## src/rtl/hazard_scoreboard_unit.sv

```systemverilog
// Hazard-detection and forwarding controller for the in-order MIPS pipeline.
// Tracks destination tags of in-flight instructions after ID; entry 0 is EXE.
module hazard_scoreboard_unit #(
  parameter int unsigned REG_ADDR_W = 5,
  parameter int unsigned DATA_W     = 32,
  parameter int unsigned DEPTH      = 3,
  parameter int unsigned LOAD_STAGE = 2,
  localparam int unsigned SEL_W     = $clog2(DEPTH)
) (
  input  logic                    clk,
  input  logic                    rst,
  input  logic                    fwd_en,
  input  logic                    flush,
  input  logic                    id_valid,
  input  logic [REG_ADDR_W-1:0]   id_src1,
  input  logic [REG_ADDR_W-1:0]   id_src2,
  input  logic                    id_src1_used,
  input  logic                    id_src2_used,
  input  logic [REG_ADDR_W-1:0]   id_dest,
  input  logic                    id_wb_en,
  input  logic                    id_mem_r_en,
  input  logic [DATA_W-1:0]       rf_data1,
  input  logic [DATA_W-1:0]       rf_data2,
  input  logic [DEPTH*DATA_W-1:0] fwd_data,
  output logic                    stall,
  output logic                    fwd_hit1,
  output logic                    fwd_hit2,
  output logic [SEL_W-1:0]        fwd_sel1,
  output logic [SEL_W-1:0]        fwd_sel2,
  output logic [DATA_W-1:0]       op1_out,
  output logic [DATA_W-1:0]       op2_out,
  output logic [15:0]             stall_cycles
);

  logic [DEPTH-1:0]                 valid_q;
  logic [DEPTH-1:0]                 wb_en_q;
  logic [DEPTH-1:0]                 mem_r_en_q;
  logic [DEPTH-1:0][REG_ADDR_W-1:0] dest_q;
  logic [REG_ADDR_W-1:0]            src1_q;
  logic [REG_ADDR_W-1:0]            src2_q;
  logic                             src1_used_q;
  logic                             src2_used_q;
  logic                             mode_q;
  logic [15:0]                      stall_cycles_q;

  // Slice 0 would be the EXE instruction's own result, which never forwards.
  logic [DATA_W-1:0] unused_fwd0;
  assign unused_fwd0 = fwd_data[DATA_W-1:0];

  // ID operands against entries that can still stall; EXE operands against producers.
  logic [DEPTH-2:0] id_m1, id_m2;
  logic [DEPTH-1:1] ex_m1, ex_m2;

  always_comb begin
    id_m1 = '0;
    id_m2 = '0;
    for (int k = 0; k < int'(DEPTH) - 1; k++) begin
      id_m1[k] = valid_q[k] && wb_en_q[k] && (dest_q[k] != '0) && (dest_q[k] == id_src1) &&
                 id_src1_used;
      id_m2[k] = valid_q[k] && wb_en_q[k] && (dest_q[k] != '0) && (dest_q[k] == id_src2) &&
                 id_src2_used;
    end
  end

  always_comb begin
    ex_m1 = '0;
    ex_m2 = '0;
    for (int k = 1; k < int'(DEPTH); k++) begin
      ex_m1[k] = valid_q[k] && wb_en_q[k] && (dest_q[k] != '0) && (dest_q[k] == src1_q) &&
                 src1_used_q;
      ex_m2[k] = valid_q[k] && wb_en_q[k] && (dest_q[k] != '0) && (dest_q[k] == src2_q) &&
                 src2_used_q;
    end
  end

  always_comb begin
    stall = 1'b0;
    for (int k = 0; k < int'(DEPTH) - 1; k++) begin
      if (fwd_en) begin
        if ((id_m1[k] || id_m2[k]) && mem_r_en_q[k] && (k + 1 < int'(LOAD_STAGE))) begin
          stall = 1'b1;
        end
      end else if (id_m1[k] || id_m2[k]) begin
        stall = 1'b1;
      end
    end
    if (flush || !id_valid) begin
      stall = 1'b0;
    end
  end

  // Scan oldest to youngest so the youngest producer overrides.
  always_comb begin
    fwd_hit1 = 1'b0;
    fwd_hit2 = 1'b0;
    fwd_sel1 = '0;
    fwd_sel2 = '0;
    op1_out  = rf_data1;
    op2_out  = rf_data2;
    for (int k = int'(DEPTH) - 1; k >= 1; k--) begin
      if (valid_q[0] && mode_q && ex_m1[k] && (!mem_r_en_q[k] || k >= int'(LOAD_STAGE))) begin
        fwd_hit1 = 1'b1;
        fwd_sel1 = SEL_W'(k);
        op1_out  = fwd_data[k*DATA_W +: DATA_W];
      end
      if (valid_q[0] && mode_q && ex_m2[k] && (!mem_r_en_q[k] || k >= int'(LOAD_STAGE))) begin
        fwd_hit2 = 1'b1;
        fwd_sel2 = SEL_W'(k);
        op2_out  = fwd_data[k*DATA_W +: DATA_W];
      end
    end
  end

  always_ff @(posedge clk) begin
    if (rst) begin
      valid_q        <= '0;
      wb_en_q        <= '0;
      mem_r_en_q     <= '0;
      dest_q         <= '0;
      src1_q         <= '0;
      src2_q         <= '0;
      src1_used_q    <= 1'b0;
      src2_used_q    <= 1'b0;
      mode_q         <= 1'b0;
      stall_cycles_q <= '0;
    end else begin
      for (int k = 1; k < int'(DEPTH); k++) begin
        valid_q[k]    <= valid_q[k-1];
        wb_en_q[k]    <= wb_en_q[k-1];
        mem_r_en_q[k] <= mem_r_en_q[k-1];
        dest_q[k]     <= dest_q[k-1];
      end
      valid_q[0]    <= id_valid && !stall && !flush;
      wb_en_q[0]    <= id_wb_en;
      mem_r_en_q[0] <= id_mem_r_en;
      dest_q[0]     <= id_dest;
      src1_q        <= id_src1;
      src2_q        <= id_src2;
      src1_used_q   <= id_src1_used;
      src2_used_q   <= id_src2_used;
      mode_q        <= fwd_en;
      if (stall && (stall_cycles_q != 16'hFFFF)) begin
        stall_cycles_q <= stall_cycles_q + 16'd1;
      end
    end
  end

  assign stall_cycles = stall_cycles_q;

endmodule

```

## config.mk

```make
export PLATFORM = sky130hd
export DESIGN_NAME = hazard_scoreboard_unit
export DESIGN_NICKNAME = d
export VERILOG_FILES = /design/src/rtl/hazard_scoreboard_unit.sv
export SDC_FILE = /design/constraint.sdc
export NUM_CORES = 1
export LEC_CHECK = 0
export CORE_MARGIN = 4
export CORE_UTILIZATION = 39
export DETAILED_ROUTE_END_ITERATION = 6
export GPL_TIMING_DRIVEN = 0
export PLACE_DENSITY = 0.88
export RECOVER_POWER = 100
export SLEW_MARGIN = 20
export SYNTH_ARGS = -nofsm -noshare
export SYNTH_HDL_FRONTEND = slang
export SYNTH_SLANG_ARGS = --single-unit
```

## constraint.sdc

```tcl
create_clock -name clk -period 4.1 [get_ports clk]
set_input_delay 0.615 -clock clk [delete_from_list [all_inputs] [get_ports clk]]
set_output_delay 0.615 -clock clk [all_outputs]
set_load 0.02 [all_outputs]
```

==> impl_results.md, run 1 <==
* Placeable Area at a little under 10000 um2
* DRT antenna net count at 0
* GRT Overall Usage at 0.244
* Antenna cells at 0
* Fin. max-slew vios at 0
* IO buf count at 237
* Dpl hpwl at 12700 um
* Crit path max-delay cell type: dlygate4sd3_1
* CP required at between 3 and 4 ns
* Crit path buf inv count at 3
* Die Wd at 108 um
* Wire per inst at 18.0 um
* Final Hold Fails at 0
* Number of flops mapped to enable cells by yosys at 0
* Netlist cell types at 41
* Leakage at 2.85 nW
* Power density over the cells at roughly 190 nW/um2
* Clock Path Buffers at 2
* Worst Hold Class: flip-flop to flip-flop
* I/O pin total at between 200 and 300
* Synth area leader: dfxtp_1
* Post-cts repair resize count at 0
* Post-synthesis sequential area ratio at 0.266
* Post-synthesis cell area at 3920 um2
* Total iterations of the first detailed-routing run at 4
* Die Area at 11700 um2
* CTS tree: yes
* DP Area at 6450 um2
* Crit path depth at 8
* Worst Setup Path Type: primary input to output port
* Clk_lat worst skew at 0.31 ns
* Status: finished clean
* Worst setup EP type: output port
* Maxcap violations at 0
* Period utilisation layout at 0.934
* Drt drc at 0
* GPL Wtd Cong at 0.956
* Vias at between 4000 and 5000
* RSZ-0062 raised after global routing: false
* Slew HR at 0.516
* Initial core utilization at 0.401
* Antenna violations before repair at 0
* Filler cell count at 826
* CTS hold repair buffers at 0
* Worst-path cell chain: dlygate4sd3_1 -> xnor2_1 -> nand4_1 -> o22ai_1 -> a22oi_1 -> clkbuf_1 -> nor2_1 -> clkdlybuf4s50_1
* Arr. time, crit path at 3.21 ns
* CTS root buffer: clkbuf_8
* H-Tree Level Count at 2
* Reg2reg path depth at 8
* Critical Path Max Stage Delay at 0.60 ns
* Cells after Synth at 466
* Tightest Pin Transition at about 0.73 ns
* Fin crit period at 3.83 ns
* Seq cells post-synth at 52
* Top delay family on crit path: buffers and inverters
* Yosys top cell area share at 0.266
* Max Fclk at about 0.26 GHz
* Die Span Y at 108 um
* Avg Cell Area, Syn at 8.40 um2
* Critical path startpoint category: primary input
* CP Max Fanout at 10
* Maximum vdd drop at 208 uV
* Final Skew at 0.00672 ns
* Via-to-Cell Ratio at 5.20
* Final instance area at 6520 um2
* Number of global-route vias before repair at 4467
* Congestion Overflow GR at 0
* Clk sinks at 52
* Ys Warns at 0
* Ys async rst share at 0
* Share of cells above drive strength 1 at 0.0914
* Post-Synthesis Net Count at 651
* Setup TNS at 0 ns
* # setup viols final at 0
* NumNets Final at 895
* Area growth, synth to finish at 66.5%
* Top FF cell, synth: dfxtp_1
* Floorplan row count at 36
* Hold Crit Depth at 1
* First-pass GRT wire length at approximately 23000 um
* Pin count of the biggest net entering global routing at 19
* Post-CTS setup buffer count at 0
* Post-Route WL at 15200 um
* DRT iter0 DRCs at 207
* Worst-path clk slew at 0.10 ns
* Synth top area cells: dfxtp_1 27%, mux2i_1 16%, nand2_1 7.1%, xnor2_1 6.5%, nor2b_1 5.9%
* CTS buffer count at 5
[power breakdown]
part	switching [W]	internal, W
clock network	0.000180	0.000126
logic	0.000152	0.000225
registers	0.0000116	0.000521
total	0.000343	0.000871
[sequential cells by signal (all words and copies together), names as in the netlist]
signal,flops
dest_q,15
mem_r_en_q,2
mode_q,1
src1_q,5
src1_used_q,1
src2_q,5
src2_used_q,1
stall_cycles,16
valid_q,3
wb_en_q,3
[routing by layer]
layer	share of wire	global-route usage
met3	0.081	0.0573
met5	0	0
met1	0.36	0.261
met2	0.52	0.461
met4	0.037	0.0893
[per-stage QoR]
step / cells / worst slack (ns) / hold WS [ns] / total power (W) / utilization
after floorplan: 466 / 1.45 / 0.438 / 0.000683 / -
after global placement: 836 / 0.714 / 0.448 / 0.000921 / 0.660
after detailed placement: 836 / 0.677 / 0.455 / 0.000931 / 0.660
after CTS: 844 / 0.391 / 0.471 / 0.00123 / 0.670
after global routing: 844 / 0.0962 / 0.495 / 0.00127 / 0.667
final: 844 / 0.272 / 0.470 / 0.00121 / 0.667
[synth_stat cells, types with 5 or more instances]
cell type	number
nand4_1	8
nor3_1	6
xnor2_1	29
mux2i_1	64
o21ai_0	46
nor2_1	21
buf_12	6
dfxtp_1	52
nand2_1	74
nand3_1	8
a21oi_1	5
xor2_1	20
o21ai_2	19
nor2b_1	37
buf_2	9
clkbuf_1	7
[worst paths after layout]
path | start | endpoint | slack, ns
max | id_src1[2] | stall | 0.27
min reg2reg | mem_r_en_q[0] | mem_r_en_q[1] | 0.47
min | mem_r_en_q[0] | mem_r_en_q[1] | 0.47
max reg2reg | dest_q[6] | stall_cycles[14] | 1.42
[final cells by class]
type,count,area (um2),area share
repair buffers,237,2370,0.364
multi-input cells,379,2560,0.393
clock inverters,3,27.5,0.00422
clock buffers,5,68.8,0.0106
flip-flops and latches,52,1040,0.160
plain buffers,34,280,0.0430
inverters,1,3.75,0.000575
well taps,133,166,0.0255
[worst register-to-register path, stage by stage, from the launching register on]
cell and delay, ns:
dfxtp_1 0.31, buf_2 0.16, or4_1 0.52, nor2_1 0.13, nor3_1 0.07, a22oi_1 0.57, nor2_1 0.29, nand4_1 0.18
mux2_2 0.34
[placed cells by master, fill, tap and decap left out, types with 2 or more instances in the layout]
cell type / count
nand3_2: 2
a21oi_1: 5
xnor2_1: 29
clkbuf_8: 5
o31ai_1: 3
clkbuf_2: 5
nand4_1: 8
o21ai_0: 46
dfxtp_1: 52
and2_1: 2
nor4_1: 3
nor3b_1: 3
and3_4: 2
clkdlybuf4s50_1: 170
mux2_2: 3
xor2_1: 20
buf_4: 2
or3_1: 2
dlygate4sd3_1: 67
or4_4: 2
nor3_1: 6
or4_1: 4
o21ai_2: 19
and3_1: 2
clkbuf_1: 8
buf_12: 6
nor2_1: 21
nor2b_1: 37
nand2b_1: 3
nand2_1: 74
mux2i_1: 64
nand3_1: 8
buf_2: 9
buf_6: 4
o22ai_1: 2
[kinds of logic (layout without fill, tap and decap cells)]
group / Yosys count / in the layout / synth area share
AO/OA/AOI/OAI: 79 / 79 / 0.129
XOR/XNOR: 49 / 49 / 0.110
adder cells (fa/ha/maj): 1 / 1 / 0.00319
buffers and inverters: 35 / 280 / 0.0741
flip-flops: 52 / 52 / 0.266
multiplexers: 67 / 67 / 0.172
AND/OR/NAND/NOR: 183 / 183 / 0.246
Note: power is estimated with default switching activity, not from simulation.
==> run 2, diff against run 1 <==
--- a/config.mk
+++ b/config.mk
@@ -5,13 +5,14 @@
 export SDC_FILE = /design/constraint.sdc
 export NUM_CORES = 1
 export LEC_CHECK = 0
+export ABC_CLOCK_PERIOD_IN_PS = 4100
 export CORE_MARGIN = 4
 export CORE_UTILIZATION = 39
 export DETAILED_ROUTE_END_ITERATION = 6
 export GPL_TIMING_DRIVEN = 0
 export PLACE_DENSITY = 0.88
 export RECOVER_POWER = 100
-export SLEW_MARGIN = 20
+export SLEW_MARGIN = 15
 export SYNTH_ARGS = -nofsm -noshare
 export SYNTH_HDL_FRONTEND = slang
 export SYNTH_SLANG_ARGS = --single-unit
==> results of run 2 <==
Final layout, timing and power as in run 1 (identical DEF).
==> run 3, diff against run 2 <==
--- a/config.mk
+++ b/config.mk
@@ -6,6 +6,7 @@
 export NUM_CORES = 1
 export LEC_CHECK = 0
 export ABC_CLOCK_PERIOD_IN_PS = 4100
+export CORE_ASPECT_RATIO = 0.6
 export CORE_MARGIN = 4
 export CORE_UTILIZATION = 39
 export DETAILED_ROUTE_END_ITERATION = 6
==> run 3 against run 2 <==
Combinational power is 2% higher. Maximum frequency is 1.2% lower. Core utilization is 0.58 points higher. Power is 14% higher. Worst hold slack hardly changed. Clock power is 54% higher. Sequential power hardly changed. Sequential cell count stayed put. Count of clock-buffer cells in the layout is 1 higher. Global-route usage is 2.6 points higher. Die area is 0.45% higher. Non-clock buffer count stayed put. Largest cell class unchanged. Largest power group unchanged.
==> impl_results.md, run 3 (synthesis gave the netlist of run 1 again) <==
* Dpl hpwl at 13700 um
* Arr. time, crit path at 3.26 ns
* Pint at just over 0.001 W
* Antenna cells at 0
* Clock Path Buffers at 2
* Net switching power at between 0.0003 and 0.0004 W
* GPL Wtd Cong at approximately 0.94
* Pin count of the biggest net entering global routing at 16
* CTS root buffer: clkbuf_16
* Congestion Overflow GR at 0
* Most used routing layer: met2
* RSZ-0062 raised after global routing: false
* Clk sinks at 52
* IO buf count at 237
* Logic pwr share at 0.276
* Die Span Y at 85.6 um
* CP Max Fanout at 10
* Critical path startpoint category: flip-flop
* Area growth, synth to finish at 68.6%
* Fin crit period at 3.88 ns
* Critical Path Max Stage Delay at 0.73 ns
* Post-CTS setup buffer count at 0
* Placeable Area at 9810 um2
* Worst setup EP type: output port
* Reg2reg start: dest_q[6]
* Worst Hold Class: flip-flop to flip-flop
* CTS hold repair buffers at 0
* Worst-path clk slew at 0.07 ns
* First-pass GRT wire length at 24800 um
* CP Launch Point: dest_q[6]
* Vias at 4542
* Final Skew at 0.00387 ns
* Net Sw Frac at 0.256
* Met2 Resource Use GR at 0.470
* Pre-CTS setup slack at 0.641 ns
* GRT Overall Usage at 0.270
* Seq pwr share at 0.385
* Fin. max-slew vios at 0
* Floorplan row count at 28
* Met1 usage at 0.339
* CTS tree: yes
* Core Util, Final at 0.673
* Power density over the cells at 210 nW/um2
* Wire per inst at about 20 um
* Setup TNS at 0 ns
* Commonest non-fill, non-tap cell in the layout: clkdlybuf4s50_1
* Worst Slack Setup Final at 0.223 ns
* Status: finished clean
* Max Fclk at approximately 0.26 GHz
* Total iterations of the first detailed-routing run at 4
* Period utilisation layout at 0.946
* Crit path max-delay cell type: dlygate4sd3_1
* Worst-path cell chain: buf_2 -> or4_1 -> nor2_1 -> or3_1 -> nor4_4 -> clkbuf_2 -> nand2_1 -> o21ai_0 -> dlygate4sd3_1
* Die Area at 11800 um2
* Top delay family on crit path: buffers and inverters
* Worst Setup Path Type: flip-flop to output port
* H-Tree Level Count at 2
* Maxcap violations at 0
* Die Wd at approximately 140 um
* Post-cts repair resize count at 0
* I/O pin total at 271
* Max FFs per register at 16
* Most frequent cells in the layout: 156 x clkdlybuf4s50_1, 81 x dlygate4sd3_1, 74 x nand2_1
* NumNets Final at 895
* # setup viols final at 0
* DRT antenna net count at 0
* Clk_lat worst skew at 0.29 ns
* CTS buffer count at 5
* CP required at approximately 3.5 ns
* Slew HR at 0.450
* Number of global-route vias before repair at between 4000 and 5000
* Maximum vdd drop at 215 uV
* Post-Route WL at roughly 17000 um
* DRT iter0 DRCs at 297
* Crit path buf inv count at 3
* Leakage at 2.90 nW
* Via-to-Cell Ratio at 5.37
* Final Hold Fails at 0
* Clk pwr share at 0.338
* Met3 Use GR at 0.0422
* Drt drc at 0
* Worst Hold Launch: wb_en_q[1]
* Initial core utilization at 0.399
* Tightest Pin Transition at 0.825 ns
* Antenna violations before repair at 0
* Share of cells above drive strength 1 at 0.0914
[run 3: changes by cell type in the layout (fill, tap and decap cells not counted), sizes merged]
cell           before  now
dlygate4sd3        67   81
inv                 2    1
clkinvlp            1    0
clkdlybuf4s50     170  156
clkbuf             18   19
bufinv              0    1
[run 3: final timing paths]
path / endpoint / slack, ns / cells after the start
min: wb_en_q[2] / 0.47 / 1
max: op1_out[0] / 0.22 / 9
max reg2reg: stall_cycles[14] / 1.13 / 8
min reg2reg: wb_en_q[2] / 0.47 / 1
[run 3: worst register-to-register path: stages, from the launching register on]
cell and delay, ns:
dfxtp_1 0.29, buf_2 0.17, or4_1 0.54, nor2_1 0.18, nor3_1 0.12, a22oi_1 0.66
nor2_1 0.34, nand4_1 0.21, mux2_2 0.34
[run 3: metrics by stage]
step	cell area [um2]	std cells	total power (W)	hold slack, ns
floorplan	3920	466	0.000683	0.438
global placement	6460	838	0.000923	0.454
detailed placement	6460	838	0.000935	0.459
CTS	6620	846	0.00140	0.474
global route	6600	846	0.00144	0.496
finish	6600	846	0.00139	0.469
[run 3: layer usage]
layer  share of wire  vias to the layer above
li1                -                     2096
met1            0.41                     2157
met2            0.49                      242
met3           0.071                       47
met4           0.032                        0
met5               0                        -
[run 3: layout make-up]
type	count	area, um2
buffer	34	282
clock buffer	6	129
clock inverter	2	35.0
fill	770	3210
inverter	1	3.75
multi-input combinational	379	2570
sequential	52	1040
tap	135	169
timing repair buffer	237	2370
[run 3: power groups by stage]
| stage | logic [W] | clock network [W] | registers (W) |
|---|---|---|---|
| global placement | 0.000379 | 0 | 0.000544 |
| detailed placement | 0.000390 | 0 | 0.000545 |
| finish | 0.000383 | 0.000469 | 0.000534 |
| CTS | 0.000394 | 0.000472 | 0.000534 |
| global route | 0.000404 | 0.000499 | 0.000536 |
| floorplan | 0.000142 | 0 | 0.000541 |
